<file path="src/rtl/lat_regbank_pkg.sv">
// +----------------------------------------------------------------------------+
// | lat_regbank_pkg                                                            |
// | Register map, CONFIG and FIFO_STAT bit indices for lat_i2c_regbank.        |
// | Rev 1.0 - initial release                                                  |
// +----------------------------------------------------------------------------+
`default_nettype none

package lat_regbank_pkg;

  localparam logic [3:0] c_addr_saddr_l   = 4'h0;
  localparam logic [3:0] c_addr_saddr_h   = 4'h1;
  localparam logic [3:0] c_addr_byte_cnt  = 4'h2;
  localparam logic [3:0] c_addr_clk_div   = 4'h3;
  localparam logic [3:0] c_addr_mode      = 4'h4;
  localparam logic [3:0] c_addr_config    = 4'h5;
  localparam logic [3:0] c_addr_status    = 4'h6;
  localparam logic [3:0] c_addr_txdata    = 4'h7;
  localparam logic [3:0] c_addr_rxdata    = 4'h8;
  localparam logic [3:0] c_addr_fifo_stat = 4'h9;

  localparam int c_cfg_start      = 5;
  localparam int c_cfg_soft_reset = 4;
  localparam int c_cfg_abort      = 3;
  localparam int c_cfg_tx_ie      = 2;
  localparam int c_cfg_rx_ie      = 1;
  localparam int c_cfg_int_en     = 0;

  localparam int c_fs_tx_empty = 0;
  localparam int c_fs_tx_full  = 1;
  localparam int c_fs_rx_empty = 2;
  localparam int c_fs_rx_full  = 3;
  localparam int c_fs_tx_udr   = 4;
  localparam int c_fs_rx_ovf   = 5;

endpackage

`default_nettype wire

</file>
<file path="src/rtl/lat_sync_fifo.sv">
// +----------------------------------------------------------------------------+
// | lat_sync_fifo                                                              |
// | Show-ahead synchronous FIFO with flush; simultaneous push/pop when full.   |
// | Rev 1.0 - initial release                                                  |
// +----------------------------------------------------------------------------+
`default_nettype none

module lat_sync_fifo #(
  parameter int WIDTH = 8,
  parameter int DEPTH = 4
) (
  input  logic             clk,
  input  logic             rst,
  input  logic             i_flush,
  input  logic             i_push,
  input  logic [WIDTH-1:0] i_data,
  input  logic             i_pop,
  output logic [WIDTH-1:0] o_head,
  output logic             o_full,
  output logic             o_empty
);

  localparam int AW = $clog2(DEPTH);
  localparam logic [AW:0]   c_depth   = (AW+1)'(DEPTH);
  localparam logic [AW:0]   c_cnt_one = (AW+1)'(1);
  localparam logic [AW-1:0] c_ptr_one = AW'(1);

  logic [WIDTH-1:0] r_mem [DEPTH];
  logic [AW-1:0]    r_wptr;
  logic [AW-1:0]    r_rptr;
  logic [AW:0]      r_count;
  logic             w_do_push;
  logic             w_do_pop;

  assign o_full    = (r_count == c_depth);
  assign o_empty   = (r_count == '0);
  assign o_head    = r_mem[r_rptr];
  // A pop in the same cycle frees the slot, so a full FIFO still accepts.
  assign w_do_pop  = i_pop & ~o_empty;
  assign w_do_push = i_push & (~o_full | w_do_pop);

  always_ff @(posedge clk or negedge rst) begin
    if (!rst) begin
      r_wptr  <= '0;
      r_rptr  <= '0;
      r_count <= '0;
    end else if (i_flush) begin
      r_wptr  <= '0;
      r_rptr  <= '0;
      r_count <= '0;
    end else begin
      if (w_do_push) r_wptr <= r_wptr + c_ptr_one;
      if (w_do_pop)  r_rptr <= r_rptr + c_ptr_one;
      case ({w_do_push, w_do_pop})
        2'b10:   r_count <= r_count + c_cnt_one;
        2'b01:   r_count <= r_count - c_cnt_one;
        default: r_count <= r_count;
      endcase
    end
  end

  always_ff @(posedge clk) begin
    if (w_do_push && !i_flush) r_mem[r_wptr] <= i_data;
  end

endmodule

`default_nettype wire

</file>
<file path="src/rtl/lat_i2c_regbank.sv">
// +----------------------------------------------------------------------------+
// | lat_i2c_regbank                                                            |
// | Register bank, start handshake and TX/RX FIFOs for the I2C master.         |
// | Optional interrupt output: define LAT_REGBANK_IRQ_EN.                      |
// | Rev 1.0 - initial release                                                  |
// +----------------------------------------------------------------------------+
`default_nettype none

module lat_i2c_regbank
  import lat_regbank_pkg::*;
#(
  parameter int TX_DEPTH = 4,
  parameter int RX_DEPTH = 4
) (
  input  logic       clk,
  input  logic       rst,
  input  logic [3:0] addr,
  input  logic       we,
  input  logic       re,
  input  logic [7:0] wdata,
  output logic [7:0] rdata,
  output logic [9:0] i_slave_addr_reg,
  output logic [7:0] i_byte_cnt_reg,
  output logic [7:0] i_clk_div_lsb,
  output logic [5:0] i_config_reg,
  output logic [7:0] i_mode_reg,
  input  logic [7:0] o_cmd_status_reg,
  input  logic       o_start_ack,
  output logic [7:0] i_transmit_data,
  input  logic       o_transmit_data_request,
  input  logic       o_received_data_valid,
  input  logic [7:0] o_receive_data
`ifdef LAT_REGBANK_IRQ_EN
  ,
  output logic       o_irq
`endif
);

  logic [9:0] r_saddr;
  logic [7:0] r_byte_cnt;
  logic [7:0] r_clk_div;
  logic [7:0] r_mode;
  logic [2:0] r_cfg_lo;
  logic       r_start;
  logic       r_soft;
  logic       r_abort;
  logic       r_tx_udr;
  logic       r_rx_ovf;
  logic       r_req_d;
  logic       r_val_d;
  logic [7:0] r_rdata;

  logic       w_wr_cfg;
  logic       w_tx_push;
  logic       w_req_rise;
  logic       w_val_rise;
  logic       w_rx_pop;
  logic       w_stat_rd;
  logic       w_udr_evt;
  logic       w_ovf_evt;
  logic [7:0] w_tx_head;
  logic [7:0] w_rx_head;
  logic       w_tx_full;
  logic       w_tx_empty;
  logic       w_rx_full;
  logic       w_rx_empty;
  logic [7:0] w_fifo_stat;
  logic [7:0] w_rd_mux;

  assign w_wr_cfg   = we & (addr == c_addr_config);
  assign w_tx_push  = we & (addr == c_addr_txdata);
  assign w_rx_pop   = re & (addr == c_addr_rxdata) & ~w_rx_empty;
  assign w_stat_rd  = re & (addr == c_addr_fifo_stat);
  assign w_req_rise = o_transmit_data_request & ~r_req_d;
  assign w_val_rise = o_received_data_valid & ~r_val_d;
  assign w_udr_evt  = w_req_rise & w_tx_empty;
  assign w_ovf_evt  = w_val_rise & w_rx_full & ~w_rx_pop;

  assign i_slave_addr_reg = r_saddr;
  assign i_byte_cnt_reg   = r_byte_cnt;
  assign i_clk_div_lsb    = r_clk_div;
  assign i_mode_reg       = r_mode;
  assign i_config_reg     = {r_start, r_soft, r_abort, r_cfg_lo};
  assign i_transmit_data  = w_tx_empty ? 8'h00 : w_tx_head;
  assign rdata            = r_rdata;

  assign w_fifo_stat = {2'b00, r_rx_ovf, r_tx_udr, w_rx_full, w_rx_empty,
                        w_tx_full, w_tx_empty};

  always_ff @(posedge clk or negedge rst) begin
    if (!rst) begin
      r_saddr    <= '0;
      r_byte_cnt <= '0;
      r_clk_div  <= '0;
      r_mode     <= '0;
      r_cfg_lo   <= '0;
      r_start    <= 1'b0;
      r_soft     <= 1'b0;
      r_abort    <= 1'b0;
    end else begin
      if (we) begin
        case (addr)
          c_addr_saddr_l:  r_saddr[7:0] <= wdata;
          c_addr_saddr_h:  r_saddr[9:8] <= wdata[1:0];
          c_addr_byte_cnt: r_byte_cnt   <= wdata;
          c_addr_clk_div:  r_clk_div    <= wdata;
          c_addr_mode:     r_mode       <= wdata;
          c_addr_config:   r_cfg_lo     <= wdata[2:0];
          default:         ;
        endcase
      end
      // Start is sticky: only the controller's ack can drop it.
      if (w_wr_cfg && wdata[c_cfg_start]) r_start <= 1'b1;
      else if (o_start_ack)               r_start <= 1'b0;
      r_soft  <= w_wr_cfg & wdata[c_cfg_soft_reset];
      r_abort <= w_wr_cfg & wdata[c_cfg_abort];
    end
  end

  always_ff @(posedge clk or negedge rst) begin
    if (!rst) begin
      r_req_d  <= 1'b0;
      r_val_d  <= 1'b0;
      r_tx_udr <= 1'b0;
      r_rx_ovf <= 1'b0;
    end else begin
      r_req_d <= o_transmit_data_request;
      r_val_d <= o_received_data_valid;
      // A flag event coinciding with the clearing read keeps the flag set.
      if (w_udr_evt)              r_tx_udr <= 1'b1;
      else if (w_stat_rd | r_soft) r_tx_udr <= 1'b0;
      if (w_ovf_evt)              r_rx_ovf <= 1'b1;
      else if (w_stat_rd | r_soft) r_rx_ovf <= 1'b0;
    end
  end

  always_comb begin
    w_rd_mux = 8'h00;
    case (addr)
      c_addr_saddr_l:   w_rd_mux = r_saddr[7:0];
      c_addr_saddr_h:   w_rd_mux = {6'b0, r_saddr[9:8]};
      c_addr_byte_cnt:  w_rd_mux = r_byte_cnt;
      c_addr_clk_div:   w_rd_mux = r_clk_div;
      c_addr_mode:      w_rd_mux = r_mode;
      c_addr_config:    w_rd_mux = i_config_reg;
      c_addr_status:    w_rd_mux = o_cmd_status_reg;
      c_addr_rxdata:    w_rd_mux = w_rx_empty ? 8'h00 : w_rx_head;
      c_addr_fifo_stat: w_rd_mux = w_fifo_stat;
      default:          w_rd_mux = 8'h00;
    endcase
  end

  always_ff @(posedge clk or negedge rst) begin
    if (!rst)    r_rdata <= 8'h00;
    else if (re) r_rdata <= w_rd_mux;
  end

`ifdef LAT_REGBANK_IRQ_EN
  logic r_irq;
  always_ff @(posedge clk or negedge rst) begin
    if (!rst) r_irq <= 1'b0;
    else r_irq <= r_cfg_lo[c_cfg_int_en] &
                  ((r_cfg_lo[c_cfg_rx_ie] & ~w_rx_empty) |
                   (r_cfg_lo[c_cfg_tx_ie] & w_tx_empty) |
                   r_tx_udr | r_rx_ovf);
  end
  assign o_irq = r_irq;
`endif

  lat_sync_fifo #(.WIDTH(8), .DEPTH(TX_DEPTH)) u_tx_fifo (
    .clk     (clk),
    .rst     (rst),
    .i_flush (r_soft),
    .i_push  (w_tx_push),
    .i_data  (wdata),
    .i_pop   (w_req_rise),
    .o_head  (w_tx_head),
    .o_full  (w_tx_full),
    .o_empty (w_tx_empty)
  );

  lat_sync_fifo #(.WIDTH(8), .DEPTH(RX_DEPTH)) u_rx_fifo (
    .clk     (clk),
    .rst     (rst),
    .i_flush (r_soft),
    .i_push  (w_val_rise),
    .i_data  (o_receive_data),
    .i_pop   (w_rx_pop),
    .o_head  (w_rx_head),
    .o_full  (w_rx_full),
    .o_empty (w_rx_empty)
  );

endmodule

`default_nettype wire

</file>
<file path="config.mk">
export PLATFORM = sky130hd
export DESIGN_NAME = lat_i2c_regbank
export DESIGN_NICKNAME = d
export VERILOG_FILES = /design/src/rtl/lat_regbank_pkg.sv /design/src/rtl/lat_sync_fifo.sv /design/src/rtl/lat_i2c_regbank.sv
export SDC_FILE = /design/constraint.sdc
export NUM_CORES = 1
export LEC_CHECK = 0
export ABC_AREA = 1
export BUFFER_PORTS_ARGS = -buffer_cell sky130_fd_sc_hd__buf_2
export CORE_UTILIZATION = 60
export DETAILED_ROUTE_END_ITERATION = 12
export GPL_ROUTABILITY_DRIVEN = 0
export GPL_TIMING_DRIVEN = 1
export PLACE_DENSITY_LB_ADDON = 0.12
export SLEW_MARGIN = 10
export SYNTH_ARGS = -nofsm -noshare
export SYNTH_HDL_FRONTEND = slang
export SYNTH_SLANG_ARGS = --single-unit
</file>
<file path="constraint.sdc">
create_clock -name clk -period 3.3 [get_ports clk]
set_input_delay 0.66 -clock clk [delete_from_list [all_inputs] [get_ports clk]]
set_output_delay 0.66 -clock clk [all_outputs]
set_load 0.01 [all_outputs]
</file>
==> impl_metrics.csv <==
group,metric,value,unit
outcome,outcome,"complete, no violations",
floorplan,rows,36,
placement,port-buffer-count,90,
sta,finClkSkew,6.21,ps
layout,fin_nets,778,
setup_path,cp.required,2640,ps
setup_path,cp_max_fo,19,
logic_synthesis,yosysSeqAreaShare,59.9,%
detailed_routing,first_pass_iters,5,
detailed_routing,vias,4835,
setup_path,cp_top_family,"flip-flops",
grt,grt_max_degree,34,
placement,detailed_place_hpwl,10700,microns
layout,drive_above_1_share,20.2,%
power_and_ir_drop,intPower,0.00352,W
grt,grtUsageTotal,30.5,%
logic_synthesis,yosys_warnings,0,
sta,setup_ws,427,ps
layout,syn2layout_area_growth,18.4,%
sta,period_share,87.1,%
logic_synthesis,syn_nets,685,
setup_path,r2r_end,"u_rx_fifo.r_mem[3][6]",
setup_path,cpPeakStageDelay,690,ps
grt,grt_pass1_wl,22700,microns
grt,antenna_found_initial,1,
grt,grt_pass1_vias,4627,
detailed_routing,ant_nets,0,
detailed_routing,wl_per_cell,16.8,microns
floorplan,dieWidth,102,microns
floorplan,die_area,10300,sq um
power_and_ir_drop,cellPowerDensity,757,nW/um^2
cts,cts_resized,0,
layout,finish.utilization,72.9,%
detailed_routing,drtIter0Drc,317,
flow_run,maxCapViolations,0,
logic_synthesis,synth_cell_types,33,
setup_path,cp-end-kind,"output port",
cts,numCtsBuffers,17,
cts,cts_setup_buffers,0,
floorplan,design.core.area,9680,sq um
logic_synthesis,ys_ff_latch,130,
setup_path,crit_buf_inv,2,
logic_synthesis,synth_edf_count,64,
sta,slew-limit-headroom,47.3,%
floorplan,start_util,61.6,%
logic_synthesis,avgSynthCellArea,9.32,sq um
logic_synthesis,async_flop_share,50.8,%
cts,cts_htree_levels,4,
cts,clk_latency,530,ps
setup_path,worstSetupPathType,"reg -> out",
logic_synthesis,syn_inst,640,
power_and_ir_drop,ir_drop,359,uV
setup_path,rrSetupSlack,1170,ps
floorplan,die_h,102,microns
power_and_ir_drop,p_total,0.00535,W
min_path,hold_class,"in -> async",
cts,tritoncts,"done",
sta,worst-slew-pin-transition,790,ps
layout,finalInstanceArea,7060,sq um
cts,cts_hold_buf,0,
placement,place_area,6490,sq um
placement,dp_slack,718,ps
sta,setup_violations,0,
setup_path,cp.arrival,2210,ps
sta,drv_slew,0,
power_and_ir_drop,combPwrFrac,25.0,%
logic_synthesis,syn_area,5970,sq um
setup_path,start_kind,"flip-flop",
detailed_routing,drc,0,
sta,tns,0,ps
floorplan,io_pins,91,
detailed_routing,viasPerCell,5.49,
cts,cts.path.max_buffers,2,
power_and_ir_drop,seq_power_share,41.5,%
setup_path,critPathSlowestCell,"dfrtp_1",
power_and_ir_drop,p_leak,3.29,nW
sta,rsz0062_at_grt,"false",
cts,cts.sinks,130,
power_and_ir_drop,p_sw_share,34.2,%
sta,max_freq,0.348,GHz
logic_synthesis,synth_flop_cell,"dfrtp_1",
sta,hold_viol,0,
power_and_ir_drop,p_clk_share,33.5,%
power_and_ir_drop,power.switching,0.00183,W
cts,path_clk_slew,60,ps
cts,cts.root.buffer_cell,"clkbuf_8",
setup_path,rr_startpoint,"u_rx_fifo.r_count[0]",
setup_path,worstRegToRegCells,8,
setup_path,path_cells,"inv_1 -> o21ai_0 -> a21oi_1 -> buf_2",
grt,grt_overflow,0,
sta,post-route-min-period,2870,ps
detailed_routing,postRouteWirelength,14800,microns
per-layer routing:
metal	track usage [%]	share of wire, %	vias up
li1	-	-	2284
met1	40.0	42	2285
met2	48.1	47	230
met3	8.83	7.9	36
met4	12.4	2.9	0
met5	0	0	-
worst reg2reg max path, cell delays in order (launching register included):
cell and delay, ps:
dfrtp_1 420, inv_1 80, nand3_1 120, nand3_1 130, nand2_1 100, nand2_1 70, nor2_1 180, inv_1 140
nor2_1 520
how the worst max path moves through the flow:
stage / from / end / slack (ps) / cells after the start
finish: u_tx_fifo.r_rptr[0] / i_transmit_data[0] / 430 / 4
CTS: u_tx_fifo.r_rptr[0] / i_transmit_data[2] / 460 / 4
floorplan: addr[1] / u_rx_fifo.r_mem[0][0] / 1170 / 9
global route: u_tx_fifo.r_rptr[0] / i_transmit_data[2] / 320 / 4
detailed placement: addr[1] / u_rx_fifo.r_mem[3][2] / 720 / 10
global placement: addr[1] / u_rx_fifo.r_mem[3][6] / 790 / 10
through the flow:
step / hold slack [ps] / std cells
global route: 235 / 879
floorplan: 364 / 640
detailed placement: 463 / 847
global placement: 463 / 847
finish: 216 / 880
CTS: 235 / 879
layout by cell type, fill, tap and decap left out, types with 2 or more instances in the layout:
cell type	count
a21oi_1	14
buf_2	90
buf_4	2
bufinv_16	2
clkbuf_16	16
clkinv_1	2
clkinv_2	2
clkinv_4	2
clkinvlp_4	6
dfrtp_1	66
edfxtp_1	64
fa_1	2
ha_1	8
inv_1	50
inv_2	4
inv_6	3
nand2_1	165
nand2_2	3
nand2_4	2
nand3_1	35
nand3b_1	3
nand4_1	4
nor2_1	99
nor2_4	6
o21a_1	3
o21ai_0	67
o21ai_1	8
o21ai_2	7
o22ai_1	3
final cells by class:
| type | count | area [sq um] |
|---|---|---|
| Antenna cell | 1 | 2.50 |
| Clock buffer | 17 | 414 |
| Clock inverter | 15 | 159 |
| Fill cell | 720 | 2620 |
| Inverter | 56 | 210 |
| Multi-Input combinational cell | 436 | 2070 |
| Sequential cell | 130 | 3570 |
| Tap cell | 133 | 166 |
| Timing Repair Buffer | 92 | 465 |
Yosys cell counts, types with 6 or more instances:
cell,number,area [sq um]
dfrtp_1,66,1650
o21ai_2,7,61.3
nand3_1,35,175
ha_1,8,100
buf_2,7,35.0
nor2_4,6,67.6
a21oi_1,14,70.1
o21ai_1,8,40.0
inv_1,50,188
nor2_1,99,372
o21ai_0,67,335
edfxtp_1,64,1920
nand2_1,165,619
power groups by stage:
stage          clock network, W  logic, W  registers (W)
2_1_floorplan                 0  0.000878        0.00218
5_1_grt                 0.00188   0.00152        0.00225
4_1_cts                 0.00180   0.00134        0.00221
3_3_place_gp                  0   0.00128        0.00222
6_report                0.00179   0.00134        0.00222
3_5_place_dp                  0   0.00132        0.00223
cell families (layout without fill, tap and decap cells):
family                   count (synthesis)  in the layout  synth area share, %
AND/OR/NAND/NOR                        322            322                 22.9
adder cells (fa/ha/maj)                 10             10                 2.35
XOR/XNOR                                 1              1                0.147
other                                    0              1                    0
flip-flops                             130            130                 59.9
buffers and inverters                   74            180                 5.37
AO/OA/AOI/OAI                          103            103                 9.33
No activity file was read; power rests on OpenSTA's default activity.
